===== src/rtl/spin_monitor_if.sv =====
// Display-side bus of the spinner observer: segment/dp/clear in, decode and score out.
interface spin_monitor_if #(
  parameter int CNT_W = 8
);
  logic [6:0]       seg_i;
  logic             dp_i;
  logic             clear_i;
  logic [2:0]       pos_o;
  logic             pos_valid_o;
  logic             stopped_o;
  logic             err_o;
  logic [CNT_W-1:0] round_cnt_o;
  logic [CNT_W-1:0] win_cnt_o;

  modport master (
    output seg_i, dp_i, clear_i,
    input  pos_o, pos_valid_o, stopped_o, err_o, round_cnt_o, win_cnt_o
  );

  modport slave (
    input  seg_i, dp_i, clear_i,
    output pos_o, pos_valid_o, stopped_o, err_o, round_cnt_o, win_cnt_o
  );
endinterface


===== src/rtl/spin_monitor.sv =====
// Decodes the spinner's 7-segment wheel back to a position, checks legal stepping,
// detects rest and keeps saturating round/win counts from the decimal point.
module spin_monitor #(
  parameter int SETTLE_CYCLES = 4096,
  parameter int CNT_W         = 8
) (
  input  logic           clk,
  input  logic           rst_n,
  spin_monitor_if.slave  bus
);
  localparam int              SW   = $clog2(SETTLE_CYCLES);
  localparam logic [SW-1:0]   SMAX = SW'(SETTLE_CYCLES - 1);
  localparam logic [CNT_W-1:0] CMAX = '1;

  typedef enum logic [1:0] {WAIT, SPIN, STOPPED} state_t;

  state_t           state_q, state_d;
  logic [6:0]       seg_q;
  logic             dp_q;
  logic             in_vld;
  logic [2:0]       pos_q, pos_d;
  logic             pos_vld_q, pos_vld_d;
  logic [SW-1:0]    stable_q, stable_d;
  logic             win_flag_q, win_flag_d;
  logic             win_hit_q, win_hit_d;
  logic             err_q, err_d;
  logic [CNT_W-1:0] round_q, round_d;
  logic [CNT_W-1:0] win_q, win_d;

  logic             dec_ok;
  logic [2:0]       dec_pos;
  logic [2:0]       next_pos;

  // in_vld masks the reset value of seg_q so the first sampled pattern is not flagged
  always_ff @(posedge clk or negedge rst_n) begin
    if (!rst_n) begin
      seg_q  <= '0;
      dp_q   <= 1'b0;
      in_vld <= 1'b0;
    end else begin
      seg_q  <= bus.seg_i;
      dp_q   <= bus.dp_i;
      in_vld <= 1'b1;
    end
  end

  always_comb begin
    dec_ok  = 1'b1;
    dec_pos = 3'd0;
    case (seg_q)
      7'b1000000: dec_pos = 3'd0;
      7'b0100000: dec_pos = 3'd1;
      7'b0010000: dec_pos = 3'd2;
      7'b0001000: dec_pos = 3'd3;
      7'b0000100: dec_pos = 3'd4;
      7'b0000010: dec_pos = 3'd5;
      default:    dec_ok  = 1'b0;
    endcase
  end

  assign next_pos = (pos_q == 3'd5) ? 3'd0 : pos_q + 3'd1;

  always_ff @(posedge clk or negedge rst_n) begin
    if (!rst_n) begin
      state_q    <= WAIT;
      pos_q      <= '0;
      pos_vld_q  <= 1'b0;
      stable_q   <= '0;
      win_flag_q <= 1'b0;
      win_hit_q  <= 1'b0;
      err_q      <= 1'b0;
      round_q    <= '0;
      win_q      <= '0;
    end else begin
      state_q    <= state_d;
      pos_q      <= pos_d;
      pos_vld_q  <= pos_vld_d;
      stable_q   <= stable_d;
      win_flag_q <= win_flag_d;
      win_hit_q  <= win_hit_d;
      err_q      <= err_d;
      round_q    <= round_d;
      win_q      <= win_d;
    end
  end

  always_comb begin
    state_d    = state_q;
    pos_d      = pos_q;
    pos_vld_d  = pos_vld_q;
    stable_d   = stable_q;
    win_flag_d = win_flag_q;
    win_hit_d  = 1'b0;
    err_d      = err_q;
    round_d    = round_q;
    win_d      = win_q;

    // a credited win lands one cycle after detection
    if (win_hit_q && win_q != CMAX) win_d = win_q + 1'b1;

    if (in_vld) begin
      if (!dec_ok) begin
        err_d     = 1'b1;
        pos_vld_d = 1'b0;
        stable_d  = '0;
        state_d   = WAIT;
      end else if (state_q == WAIT) begin
        pos_d     = dec_pos;
        pos_vld_d = 1'b1;
        stable_d  = '0;
        state_d   = SPIN;
      end else if (dec_pos != pos_q) begin
        if (dec_pos != next_pos) err_d = 1'b1;
        pos_d    = dec_pos;
        stable_d = '0;
        state_d  = SPIN;
      end else begin
        if (stable_q != SMAX) stable_d = stable_q + 1'b1;
        case (state_q)
          SPIN: if (stable_q == SMAX) begin
            state_d    = STOPPED;
            win_flag_d = 1'b0;
            if (round_q != CMAX) round_d = round_q + 1'b1;
          end
          STOPPED: if (dp_q && !win_flag_q) begin
            win_flag_d = 1'b1;
            win_hit_d  = 1'b1;
          end
          default: ;
        endcase
      end
    end

    if (bus.clear_i) begin
      round_d = '0;
      win_d   = '0;
      err_d   = 1'b0;
    end
  end

  assign bus.pos_o       = pos_q;
  assign bus.pos_valid_o = pos_vld_q;
  assign bus.stopped_o   = (state_q == STOPPED);
  assign bus.err_o       = err_q;
  assign bus.round_cnt_o = round_q;
  assign bus.win_cnt_o   = win_q;
endmodule


===== src/flat_wrapper.sv =====
// flat-port wrapper written by rule: the top's interface ports become plain ports
module spin_monitor_flat 
#(
  parameter int SETTLE_CYCLES = 4096,
  parameter int CNT_W         = 8
)
  (clk, rst_n, bus_seg_i, bus_dp_i, bus_clear_i, bus_pos_o, bus_pos_valid_o, bus_stopped_o, bus_err_o, bus_round_cnt_o, bus_win_cnt_o);
  spin_monitor_if #(.CNT_W(CNT_W)) bus_i ();
  input  logic clk;
  input  logic rst_n;
  input wire logic [$bits(bus_i.seg_i)-1:0] bus_seg_i;
  input wire logic [$bits(bus_i.dp_i)-1:0] bus_dp_i;
  input wire logic [$bits(bus_i.clear_i)-1:0] bus_clear_i;
  output wire logic [$bits(bus_i.pos_o)-1:0] bus_pos_o;
  output wire logic [$bits(bus_i.pos_valid_o)-1:0] bus_pos_valid_o;
  output wire logic [$bits(bus_i.stopped_o)-1:0] bus_stopped_o;
  output wire logic [$bits(bus_i.err_o)-1:0] bus_err_o;
  output wire logic [$bits(bus_i.round_cnt_o)-1:0] bus_round_cnt_o;
  output wire logic [$bits(bus_i.win_cnt_o)-1:0] bus_win_cnt_o;
  assign bus_i.seg_i = bus_seg_i;
  assign bus_i.dp_i = bus_dp_i;
  assign bus_i.clear_i = bus_clear_i;
  assign bus_pos_o = bus_i.pos_o;
  assign bus_pos_valid_o = bus_i.pos_valid_o;
  assign bus_stopped_o = bus_i.stopped_o;
  assign bus_err_o = bus_i.err_o;
  assign bus_round_cnt_o = bus_i.round_cnt_o;
  assign bus_win_cnt_o = bus_i.win_cnt_o;
  spin_monitor #(.SETTLE_CYCLES(SETTLE_CYCLES), .CNT_W(CNT_W)) u_core (.clk(clk), .rst_n(rst_n), .bus(bus_i));
endmodule

===== config.mk =====
export PLATFORM = sky130hd
export DESIGN_NAME = spin_monitor_flat
export DESIGN_NICKNAME = d
export VERILOG_FILES = /design/src/rtl/spin_monitor_if.sv /design/src/rtl/spin_monitor.sv /design/src/flat_wrapper.sv
export SDC_FILE = /design/constraint.sdc
export NUM_CORES = 1
export LEC_CHECK = 0
export CORE_MARGIN = 5
export CORE_UTILIZATION = 55
export CTS_BUF_LIST = sky130_fd_sc_hd__clkbuf_8
export CTS_CLUSTER_SIZE = 40
export DETAILED_ROUTE_END_ITERATION = 12
export PLACE_DENSITY = 0.8
export SLEW_MARGIN = 20
export SYNTH_ARGS = -nofsm -noshare
export SYNTH_HDL_FRONTEND = slang
export SYNTH_SLANG_ARGS = --single-unit
export TNS_END_PERCENT = 50

===== constraint.sdc =====
create_clock -name clk -period 7.45 [get_ports clk]
set_clock_uncertainty 0.1 [all_clocks]
set_input_delay 1.1175 -clock clk [delete_from_list [all_inputs] [get_ports clk]]
set_output_delay 1.1175 -clock clk [all_outputs]
set_load 0.05 [all_outputs]

Word-level counts from Yosys, hierarchy flattened
Index checks and enable logic that the tools add are counted.
- add/subtract/negate cells: 4
- $mul: 0
- div/mod/pow operators: 0
- magnitude comparators: 0
- equal/unequal tests: 26
- shifts and indexed selects: 0
- multiplexer cells: 41
- bitwise operators: 2
- reduce and logical (&&, ||, !) cells: 20
- operators by type and width (cell ; count):
    two-way mux 8 bit ; 10
    two-way mux 12 bit ; 4
    two-way mux 1 bit ; 17
    adder 8 x 1 -> 8 bit (second input constant) ; 2
    inequality test 8 bit (second input constant) ; 2
    nonzero test 2 bit ; 8
    case mux 3 bit (5 select lines) ; 1
    AND reduction 7 bit ; 2
    adder 12 x 1 -> 12 bit (second input constant) ; 1
    equality test 12 bit (second input constant) ; 1
    inequality test 12 bit (second input constant) ; 1
    inequality test 4 bit (second input constant) ; 3
    two-way mux 2 bit ; 5
    two-way mux 3 bit ; 3
    inequality test 3 bit (second input constant) ; 3
    equality test 7 x 2 -> 1 bit (second input constant) ; 1
    equality test 7 x 3 -> 1 bit (second input constant) ; 1
    equality test 7 x 4 -> 1 bit (second input constant) ; 1
    equality test 7 x 5 -> 1 bit (second input constant) ; 1
    equality test 7 x 6 -> 1 bit (second input constant) ; 1
    equality test 7 bit (second input constant) ; 1
    inequality test 2 bit (second input constant) ; 3
    inequality test 3 bit ; 2
    AND reduction 3 bit ; 2
    other kinds (13) ; 17
- register bits after elaboration: 46
- latch bits: 0
- bits in writable memories: 0
- bits in read-only memories: 0
- input port bits: 11
- output and inout port bits: 22
- word-level logic and storage cells: 105
- memories kept: 0

Longest topological paths before layout
- word-level depth: 9
- gate-level depth with buffers: 9
- depth with buffers taken out: 7

Least setup slack after synthesis
No wires, ideal clock.
- path type: reg-to-reg
- start: register u_core.seg_q[6]
- end: register u_core.round_q[6], in the netlist u_core.bus.round_cnt_o[6]
- arrival: 2541 ps
- slack: 4731 ps
- stages on the path, launching flop included: 8
- buffers on the path: 1
- period minus slack after synthesis: 2719 ps
- cell sequence: dfrtp_1 or4_4 nor3_4 xor2_1 or3_1 clkbuf_1 or4_1 a21oi_1
- word-level cells in the longest chain between the ends: 5
- elaborated cells on any way between the ends: 13
- classes of those cells: eq/ne (8); mux (2); reduce/logical (3)
- ends and longest elaborated chain (element ; line ; text):
    start, declared ; spin_monitor.sv:18 ; logic [6:0] seg_q;
    start signal, assigned ; spin_monitor.sv:41 ; seg_q <= bus.seg_i;
    equality test 7 x 2 -> 1 bit, or another cell as far along ; spin_monitor.sv:50 ; case (seg_q)
    case mux 3 bit (5 select lines) / OR reduction 6 bit (equally long branches) ; -- ;
    inequality test 3 bit / two-way mux 1 bit (equally long branches) ; spin_monitor.sv:112, spin_monitor.sv:50 ;
    inequality test 2 bit (no source line) / nonzero test 2 bit (equally long branches) ; -- ;
    AND reduction 7 bit (no source line) (*) ; -- ;
    end signal, assigned ; spin_monitor.sv:82 ; round_q <= round_d;
    end, declared ; spin_monitor.sv:27 ; logic [CNT_W-1:0] round_q, round_d;
Mark *: on every way between the ends. The rest lies on a longest branch, timed or not.
A chain may end at the register's enable or synchronous reset.

Final worst setup path
- start: register u_core.seg_q[6]
- end: register u_core.round_q[5], in the netlist u_core.bus.round_cnt_o[5]
Same word-level chain as after synthesis.

==> summary.txt <==
Route
  • Drt first pass iters: 5
  • Vias/cell: 6.17
  • Initial DRC count: about 120
  • Final ANT Viol Nets: 0
  • Drt total wl: 5070 microns
  • Total number of vias: 2,062
  • DR WL/cell: approximately 15 microns
  • Residual DRC: 0

Global routing
  • Global route total overflow: 0
  • First-pass GRT wire length: 9000 microns
  • Largest net degree at the start of global routing: between 40 and 50
  • Initial antenna violation count: 0
  • Number of global-route vias before repair: 1,934
  • GRT Total Usage: 18.4%

Final layout
  • Final core utilization: between 60% and 70%
  • Fillcell total: approximately 360
  • ANT cells: 0
  • Nets: 298
  • P&R area growth vs syn: 17.9%
  • Share of cells above drive strength 1: 6.03%

Clock tree
  • Worst-Skew Late Latency: roughly 0.30 ns
  • Number of H-tree levels: 2
  • CTS root buffer: clkbuf_8
  • TritonCTS clock tree: yes
  • Post-CTS setup repair buffer count: 0
  • Cts bufs inserted: 5
  • Reg clk slew, reported paths: 0.09 ns
  • Post-CTS sizing: 0
  • Hold Buf Count CTS: 0
  • Clock sink total: 46
  • Clock buffer depth: 2

Setup path
  • CP Cell Sequence: or4_4 > nor3_4 > xor2_1 > or3_1 > or4_1 > a21oi_1
  • Crit path DAT: 3.19 ns
  • Crit Path Class: reg -> reg
  • CP top delay family: simple AND/OR/NAND/NOR gates
  • Startpoint types: flop
  • CP max FO: 20
  • Crit. End Element: flop
  • Critical-path top delay cell: or3_1
  • Crit path buf inv count: 0
  • CP required: 7.55 ns
  • Critical Path Max Stage Delay: between 0.6 and 0.7 ns

Placed design
  • HPWL after DPL: around 3600 microns
  • IO Port Bufs: 32
  • GPL Wtd Cong: 0.873
  • Dpl ws: 4.40 ns

STA
  • Endpoints failing hold: 0
  • Final setup viols: 0
  • Setup ws final: 4.36 ns
  • Max Freq: 324 MHz
  • RSZ-0062 raised after global routing: false
  • Final setup TNS: 0 ns
  • Final worst path period share: around two fifths
  • Final min period: 3.09 ns
  • Slew HR: 49.3%
  • Slew Viols, Final: 0
  • Worst-Margin Slew: around 0.76 ns

Synth
  • Synth Register Bits: 46
  • EDFF count, synth: 0
  • Yosys warns: 0
  • Syn Nets: 269
  • Main synth FF type: dfrtp_1
  • Unique masters post-synth: 47
  • Share of synthesized registers carrying an async set or reset: 100%
  • Synthesized area per cell: 9.66 sq um
  • Sequential element share of the synthesized area: a little under half
  • Synthesized instance count: 252
  • Synthesized cell area: between 2000 and 2500 sq um

Power
  • Pwr dens: 161 nW/um^2
  • Maximum VDD drop: between 100 and 150 uV
  • Total power: 0.461 mW
  • Leak pwr: 1.17 nW

Floorplanning
  • DIE AREA: 5860 sq um
  • Core area: 4320 sq um
  • Chip Width: 76.5 microns
  • IO Count: 33
  • Die H: 76.5 microns
  • Row count: 24
  • Starting Density: 56.3%

Job
  • Maxcap violations: 0

Min path
  • Worst hold path class: reg -> reg

Run status
  • Outcome: finished clean
==> cell usage after synthesis, types with 2 or more instances <==
cell type / count / area (sq um)
and4_1: 2 / 17.5
or4_4: 2 / 22.5
a21oi_1: 18 / 90.1
ha_1: 6 / 75.1
a41oi_1: 3 / 26.3
xnor2_1: 4 / 35.0
and3_1: 8 / 50.1
nor4_1: 6 / 37.5
nor4b_1: 2 / 17.5
a31oi_1: 10 / 62.6
or4_1: 7 / 52.6
o21a_1: 2 / 15.0
nand3_1: 14 / 70.1
clkbuf_1: 9 / 33.8
inv_1: 11 / 41.3
nor2b_1: 3 / 18.8
nand4_1: 7 / 43.8
xor2_1: 7 / 61.3
mux2i_1: 3 / 30.0
nor3b_1: 2 / 15.0
o21ai_0: 17 / 85.1
nand2_1: 15 / 56.3
o31ai_1: 9 / 67.6
or3_1: 2 / 12.5
and2_1: 3 / 18.8
nor2_1: 14 / 52.6
dfrtp_1: 46 / 1150
==> cells by family after synthesis <==
family / after synthesis / share of synthesized area (%)
simple gates: 92 / 22.0
compound gates: 70 / 18.1
flops: 46 / 47.3
buf+inv: 22 / 3.75
xor+xnor: 11 / 3.96
fa+ha+maj: 6 / 3.08
mux: 4 / 1.70
other cells: 1 / 0.154
==> registers in the layout (all words and copies together), names as in the netlist <==
signal and cells:
u_core.bus.err_o 1, u_core.bus.pos_o 3, u_core.bus.pos_valid_o 1, u_core.bus.round_cnt_o 8, u_core.bus.win_cnt_o 8, u_core.dp_q 1
u_core.in_vld 1, u_core.seg_q 7, u_core.stable_q 12, u_core.state_q 2, u_core.win_flag_q 1, u_core.win_hit_q 1
==> worst reg2reg max path, stage by stage (launching register included) <==
cell,delay [ns]
dfrtp_1,0.44
or4_4,0.58
nor3_4,0.32
xor2_1,0.16
or3_1,0.63
or4_1,0.59
a21oi_1,0.17
==> area by class of cell <==
class,instances,area [sq um],area share [%]
multi-input combinational,184,1190,41.5
timing repair buffer,33,325,11.3
tap,52,65.1,2.27
clock buffer,6,82.6,2.88
inverter,11,41.3,1.44
sequential,46,1150,40.1
clock inverter,2,12.5,0.436
==> path summary, 6_finish.rpt <==
check	startpoint	endpoint	slack, ns	depth (start not counted)
max	u_core.seg_q[6]	u_core.bus.round_cnt_o[5]	4.36	6
min	u_core.win_flag_q	u_core.win_hit_q	0.35	1
max reg2reg	u_core.seg_q[6]	u_core.bus.round_cnt_o[5]	4.36	6
min reg2reg	u_core.win_flag_q	u_core.win_hit_q	0.35	1
max in group asynchronous	rst_n	u_core.bus.round_cnt_o[4]	6.15	1
min in group asynchronous	rst_n	u_core.bus.win_cnt_o[6]	0.70	1
==> metrics by stage <==
step                      cells  hold slack [ns]  instance area [sq um]
after floorplan             252            0.308                   2430
after global placement      326            0.339                   2770
after detailed placement    326            0.342                   2770
after CTS                   334            0.351                   2870
after global routing        334            0.391                   2870
final                       334            0.353                   2870
==> cell usage in the layout, fill, tap and decap left out, types with 2 or more instances in the layout <==
cell / synthesis / routed
nand2_1: 15 / 15
a41oi_1: 3 / 3
ha_1: 6 / 6
nor2_1: 14 / 14
and4_1: 2 / 2
o21ai_0: 17 / 17
nand4_1: 7 / 7
xor2_1: 7 / 7
xnor2_1: 4 / 4
buf_4: 0 / 2
and2_1: 3 / 3
nor4_1: 6 / 6
and3_1: 8 / 8
a21oi_1: 18 / 18
clkbuf_8: 0 / 6
nor2b_1: 3 / 3
mux2i_1: 3 / 3
a31oi_1: 10 / 10
dfrtp_1: 46 / 46
o31ai_1: 9 / 9
o21a_1: 2 / 2
clkdlybuf4s50_1: 0 / 31
or4_4: 2 / 2
or4_1: 7 / 7
inv_1: 11 / 11
nor4b_1: 2 / 2
nand3_1: 14 / 14
or3_1: 2 / 2
nor3b_1: 2 / 2
==> per-layer routing <==
metal  up-vias  global-route usage, %  part of all wire (%)
met1       996                   24.5                    45
met2        61                   30.2                    48
met4         0                   4.20                   1.0
met5         -                      0                     0
met3         6                   4.26                   5.9
li1        999                      -                     -
==> where the power goes <==
part           switching (mW)  internal (mW)  total [mW]  leakage (nW)
Combinational          0.0254         0.0154      0.0408         0.504
Clock                  0.0833         0.0746       0.158        0.0472
Sequential            0.00826          0.254       0.263         0.618
(Power assumes the default switching activity.)
